[config.mk]
export PLATFORM = sky130hd
export DESIGN_NAME = branch_resolve_unit
export DESIGN_NICKNAME = d
export VERILOG_FILES = /design/src/rtl/branch_resolve_unit.sv
export SDC_FILE = /design/constraint.sdc
export NUM_CORES = 1
export LEC_CHECK = 0
export CELL_PAD_IN_SITES_DETAIL_PLACEMENT = 0
export CELL_PAD_IN_SITES_GLOBAL_PLACEMENT = 2
export CORE_MARGIN = 10
export CORE_UTILIZATION = 19
export DETAILED_ROUTE_END_ITERATION = 7
export PLACE_DENSITY_LB_ADDON = 0.08
export SYNTH_ARGS = -nofsm -noshare
export SYNTH_HDL_FRONTEND = slang
export SYNTH_SLANG_ARGS = --single-unit
export TNS_END_PERCENT = 50
[constraint.sdc]
create_clock -name clk -period 6.85 [get_ports clk]
set_input_delay 2.055 -clock clk [delete_from_list [all_inputs] [get_ports clk]]
set_output_delay 2.055 -clock clk [all_outputs]
set_load 0.005 [all_outputs]
[src/rtl/branch_resolve_unit.sv]
// Branch resolution unit for the ID stage.
// Evaluates BEQ/BNE/BLEZ/BGTZ/BLTZ/BGEZ on the forwarded operands and
// registers the outcome as a one-cycle result pulse. When a needed operand
// is not yet forwarded it parks in WAIT, raising stall to the hazard unit,
// and gives up with err=1 after MAX_WAIT cycles in WAIT.
// Optional macro BRANCH_STATS_EN adds saturating taken / not-taken /
// timeout counters (CNT_W bits wide).
module branch_resolve_unit #(
   parameter int WIDTH    = 32,
   parameter int MAX_WAIT = 3
`ifdef BRANCH_STATS_EN
   ,
   parameter int CNT_W    = 16
`endif
) (
   input  logic             clk,
   input  logic             reset,
   input  logic             req_valid,
   input  logic [2:0]       op,
   input  logic [WIDTH-1:0] rs_data,
   input  logic [WIDTH-1:0] rt_data,
   input  logic             rs_ready,
   input  logic             rt_ready,
   input  logic             flush,
   output logic             stall,
   output logic             res_valid,
   output logic             taken,
   output logic             equal,
   output logic             err,
   output logic             busy
`ifdef BRANCH_STATS_EN
   ,
   output logic [CNT_W-1:0] taken_cnt,
   output logic [CNT_W-1:0] nottaken_cnt,
   output logic [CNT_W-1:0] timeout_cnt
`endif
);

   localparam logic [2:0] OP_BEQ  = 3'd0;
   localparam logic [2:0] OP_BNE  = 3'd1;
   localparam logic [2:0] OP_BLEZ = 3'd2;
   localparam logic [2:0] OP_BGTZ = 3'd3;
   localparam logic [2:0] OP_BLTZ = 3'd4;
   localparam logic [2:0] OP_BGEZ = 3'd5;

   // The wait counter only has to reach MAX_WAIT-1.
   localparam int CW = (MAX_WAIT < 2) ? 1 : $clog2(MAX_WAIT);
   localparam logic [CW-1:0] LAST_WAIT = CW'(MAX_WAIT - 1);

   typedef enum logic {
      S_IDLE,
      S_WAIT
   } state_t;

   state_t        state;
   logic [2:0]    latchedOp;
   logic [CW-1:0] waitCnt;

   logic [2:0] curOp;
   logic       needRt;
   logic       opsOk;
   logic       illegalOp;
   logic       rsZero;
   logic       rsNeg;
   logic       isEqual;
   logic       condTaken;
   logic       idleGo;
   logic       waitGo;
   logic       resolveGood;
   logic       resolveIllegal;
   logic       resolveTimeout;
   logic       enterWait;

   // Decode the active op (latched while waiting), evaluate the branch
   // condition and classify what this cycle does to the state machine.
   always_comb begin
      curOp          = (state == S_WAIT) ? latchedOp : op;
      needRt         = (curOp == OP_BEQ) || (curOp == OP_BNE);
      opsOk          = rs_ready && (rt_ready || !needRt);
      illegalOp      = (curOp[2] && curOp[1]);
      rsZero         = (rs_data == '0);
      rsNeg          = rs_data[WIDTH-1];
      isEqual        = (rs_data == rt_data);
      condTaken      = 1'b0;
      case (curOp)
         OP_BEQ:  condTaken = isEqual;
         OP_BNE:  condTaken = !isEqual;
         OP_BLEZ: condTaken = rsNeg || rsZero;
         OP_BGTZ: condTaken = !rsNeg && !rsZero;
         OP_BLTZ: condTaken = rsNeg;
         OP_BGEZ: condTaken = !rsNeg;
         default: condTaken = 1'b0;
      endcase
      idleGo         = (state == S_IDLE) && req_valid && !flush;
      waitGo         = (state == S_WAIT) && !flush;
      resolveGood    = (idleGo && !illegalOp && opsOk) || (waitGo && opsOk);
      resolveIllegal = idleGo && illegalOp;
      resolveTimeout = waitGo && !opsOk && (waitCnt == LAST_WAIT);
      enterWait      = idleGo && !illegalOp && !opsOk;
      stall          = !flush &&
                       (((state == S_IDLE) && req_valid && !illegalOp && !opsOk) ||
                        ((state == S_WAIT) && !opsOk));
   end

   // Main state machine with registered result outputs; results are pulses
   // and every qualifier falls back to zero when no result is presented.
   always_ff @(posedge clk) begin
      if (reset) begin
         state     <= S_IDLE;
         latchedOp <= 3'd0;
         waitCnt   <= '0;
         res_valid <= 1'b0;
         taken     <= 1'b0;
         equal     <= 1'b0;
         err       <= 1'b0;
         busy      <= 1'b0;
      end else begin
         res_valid <= 1'b0;
         taken     <= 1'b0;
         equal     <= 1'b0;
         err       <= 1'b0;
         if (resolveGood) begin
            res_valid <= 1'b1;
            taken     <= condTaken;
            equal     <= isEqual;
            state     <= S_IDLE;
            busy      <= 1'b0;
         end else if (resolveIllegal || resolveTimeout) begin
            res_valid <= 1'b1;
            err       <= 1'b1;
            equal     <= isEqual;
            state     <= S_IDLE;
            busy      <= 1'b0;
         end else if (enterWait) begin
            state     <= S_WAIT;
            latchedOp <= op;
            waitCnt   <= '0;
            busy      <= 1'b1;
         end else if (state == S_WAIT) begin
            if (flush) begin
               state <= S_IDLE;
               busy  <= 1'b0;
            end else begin
               waitCnt <= waitCnt + 1'b1;
            end
         end
      end
   end

`ifdef BRANCH_STATS_EN
   // Saturating statistics, bumped on the same edge that registers a result;
   // illegal-op results are deliberately not counted.
   always_ff @(posedge clk) begin
      if (reset) begin
         taken_cnt    <= '0;
         nottaken_cnt <= '0;
         timeout_cnt  <= '0;
      end else begin
         if (resolveGood && condTaken && (taken_cnt != '1))
            taken_cnt <= taken_cnt + 1'b1;
         if (resolveGood && !condTaken && (nottaken_cnt != '1))
            nottaken_cnt <= nottaken_cnt + 1'b1;
         if (resolveTimeout && (timeout_cnt != '1))
            timeout_cnt <= timeout_cnt + 1'b1;
      end
   end
`endif

endmodule
==> impl_metrics.yaml <==
status:
  status: "complete, no violations"
finish:
  syn_to_final_growth_pct: 80.7
  fillers: 605
  final_common_cell: "clkdlybuf4s50_1"
  n_antenna_cell: 0
  design_area_um2: 2010
  layout_common_cells: "clkdlybuf4s50_1 (78), xnor2_1 (32), nand4_1 (11), nor4_1 (11), dfxtp_1 (11)"
  nets: 290
  final_util: 0.359
  drive_gt1_frac: 0.0512
yosys:
  ys_types: 42
  syn_inst: 137
  synth_top_area_frac: 0.251
  syn-num-nets: 211
  synth_edf_count: 0
  synth_ff_type: "dfxtp_1"
  synth_top_area_cell: "xnor2_1"
  synthArstFlopShare: 0
  synthTopCellsByArea: "xnor2_1 (25%), dfxtp_1 (20%), nand4_1 (6.2%), nor4_1 (6.2%), mux2i_1 (2.7%)"
  syn_area_per_cell_um2: 8.14
  netlist_area_um2: 1110
  ys_seq_elements: 11
  ys_warn_count: 0
  seq_area_frac_synth: 0.198
cts:
  clockBufferDepth: 2
  numCtsBuffers: 3
  cts_setup_buffers: 0
  cts_tree: "built"
  cts_resized: 0
  clock_sinks: 11
  postCtsHoldBufs: 0
  clock_latency_ps: 240
  cts-root-buf: "clkbuf_8"
  htree_levels: 1
  clk_pin_slew_worst_paths_ps: 50
global_route:
  grt_max_degree: 22
  groute.layer.met1.usage: 0.103
  use_met3: 0.0376
  grt.total_usage: 0.0947
  grt.overflow.total: 0
  grt_pass1_wl_um: 7340
  grt_pass1_vias: 1455
  grt_util_met2: 0.171
  grt_antenna_before_repair: 0
  top_usage_layer: "met2"
die:
  rows: 27
  coreArea_um2: 5610
  die_w_um: 96.6
  dieArea_um2: 9330
  dieHeight_um: 96.6
  initial_core_util: 0.199
  ios: 79
route:
  ant_nets: 0
  vias: 1267
  avgViaCountPerCell: 4.41
  wl_per_cell_um: 16.1
  drtIter0Drc: 33
  drc: 0
  route.final.wire_length_um: 4630
  drt_first_pass_iters: 4
sta:
  fmax_mhz: 162
  fin_crit_sh: 0.904
  min_period_ps: 6190
  final_hold_viol_count: 0
  setup_tns_ps: 0
  slew_headroom: 0.550
  rsz0062_at_grt: "false"
  slew_viol_final: 0
  hold_ws_ps: 525
  clock_skew_ps: 2.45
  setup_viol: 0
  worst_pin_slew_ps: 674
power:
  power_frac_comb: 0.405
  p_seq_frac: 0.303
  internal_power_mw: 0.166
  p_leak_nw: 0.635
  clock_power_share: 0.292
  sw_frac_of_total: 0.260
  powerDensity_nw_per_um2: 111
  power_mw: 0.224
  vdd_ir_drop_max_v: 0.0000485
  p_switching_mw: 0.0581
critical_path:
  crit_path_end_kind: "primary output"
  cp.required_ps: 4800
  cp.arrival_ps: 4130
  regToRegSetupSlack_ps: 4700
  cp_max_fo: 7
  reg2reg_depth: 5
  startpoint_type: "primary input"
  timing.rr.start: "state"
  reg2reg_to: "latchedOp[1]"
  crit_type: "in -> out"
placed_design:
  port_buffers: 78
  post_dp_cell_area_um2: 1970
  post-dp-hpwl_um: 4280
  gp_congestion: 0.886
job:
  max-cap-violations: 0
worst_hold_path:
  hold_path_class: "reg -> reg"
  holdPathStages: 2
  holdCritStartpoint: "busy"
  whs_endpoint: "busy"
sequential cells by signal (all words and copies together) (netlist names):
signal,count
taken,1
equal,1
latchedOp,3
busy,1
err,1
waitCnt,2
state,1
res_valid,1
synth_stat cells (2+ instances only):
library cell	number
inv_1	3
mux2_2	2
dfxtp_1	11
nor3b_1	2
buf_1	2
nor4_1	11
nor3_1	3
nor2_1	7
a21oi_1	4
o211ai_1	2
nand2_1	7
mux2i_1	3
and3_1	2
xnor2_1	32
nand3_1	4
nand4_1	11
a21o_1	2
nand2b_1	4
nor3_2	2
per-stage QoR:
step / setup WS [ps] / std cells
after global placement: 688 / 283
after detailed placement: 670 / 283
after floorplan: 1760 / 137
after global routing: 583 / 287
final: 660 / 287
after CTS: 666 / 287
layout make-up:
type	instances	area (um2)	share of cell area
clock buffers	4	45.0	0.0224
inverters	3	11.3	0.00559
multi-input cells	119	867	0.430
flip-flops and latches	11	220	0.109
well taps	72	90.1	0.0447
repair buffers	78	781	0.388
worst max-delay path, stage by stage:
cell             delay [ps]
clkdlybuf4s50_1         510
or3_4                   440
a21o_1                  240
and2_4                  190
nor3_1                  170
clkdlybuf4s50_1         530
layer usage:
metal	wire length (um)	vias to the layer above
li1	-	669
met1	1960	559
met2	2330	37
met3	302	2
met4	40	0
met5	0	-
logic make-up (layout without fill, tap and decap cells):
group                    Yosys count  count (layout)  share of synthesized area
XOR/XNOR                          32              32                      0.251
multiplexers                       5               5                     0.0471
AO/OA/AOI/OAI                     21              21                      0.149
adder cells (fa/ha/maj)            1               1                     0.0112
buffers and inverters              7              85                     0.0247
AND/OR/NAND/NOR                   60              60                      0.319
flip-flops                        11              11                      0.198
power by group through the flow:
stage	Sequential [mW]	Clock, mW	Combinational (mW)
floorplan	0.0679	0	0.0354
global placement	0.0692	0	0.0917
detailed placement	0.0692	0	0.0917
CTS	0.0678	0.0701	0.0921
global route	0.0681	0.0727	0.0985
finish	0.0678	0.0654	0.0907
worst max path at each step:
stage	startpoint	depth (start not counted)	endpoint	slack [ps]
finish	op[1]	6	stall	660
global route	op[1]	6	stall	580
CTS	op[1]	6	stall	670
detailed placement	op[1]	6	stall	670
global placement	op[1]	6	stall	690
floorplan	op[1]	4	stall	1760
Note: power is estimated with default switching activity, not from simulation.
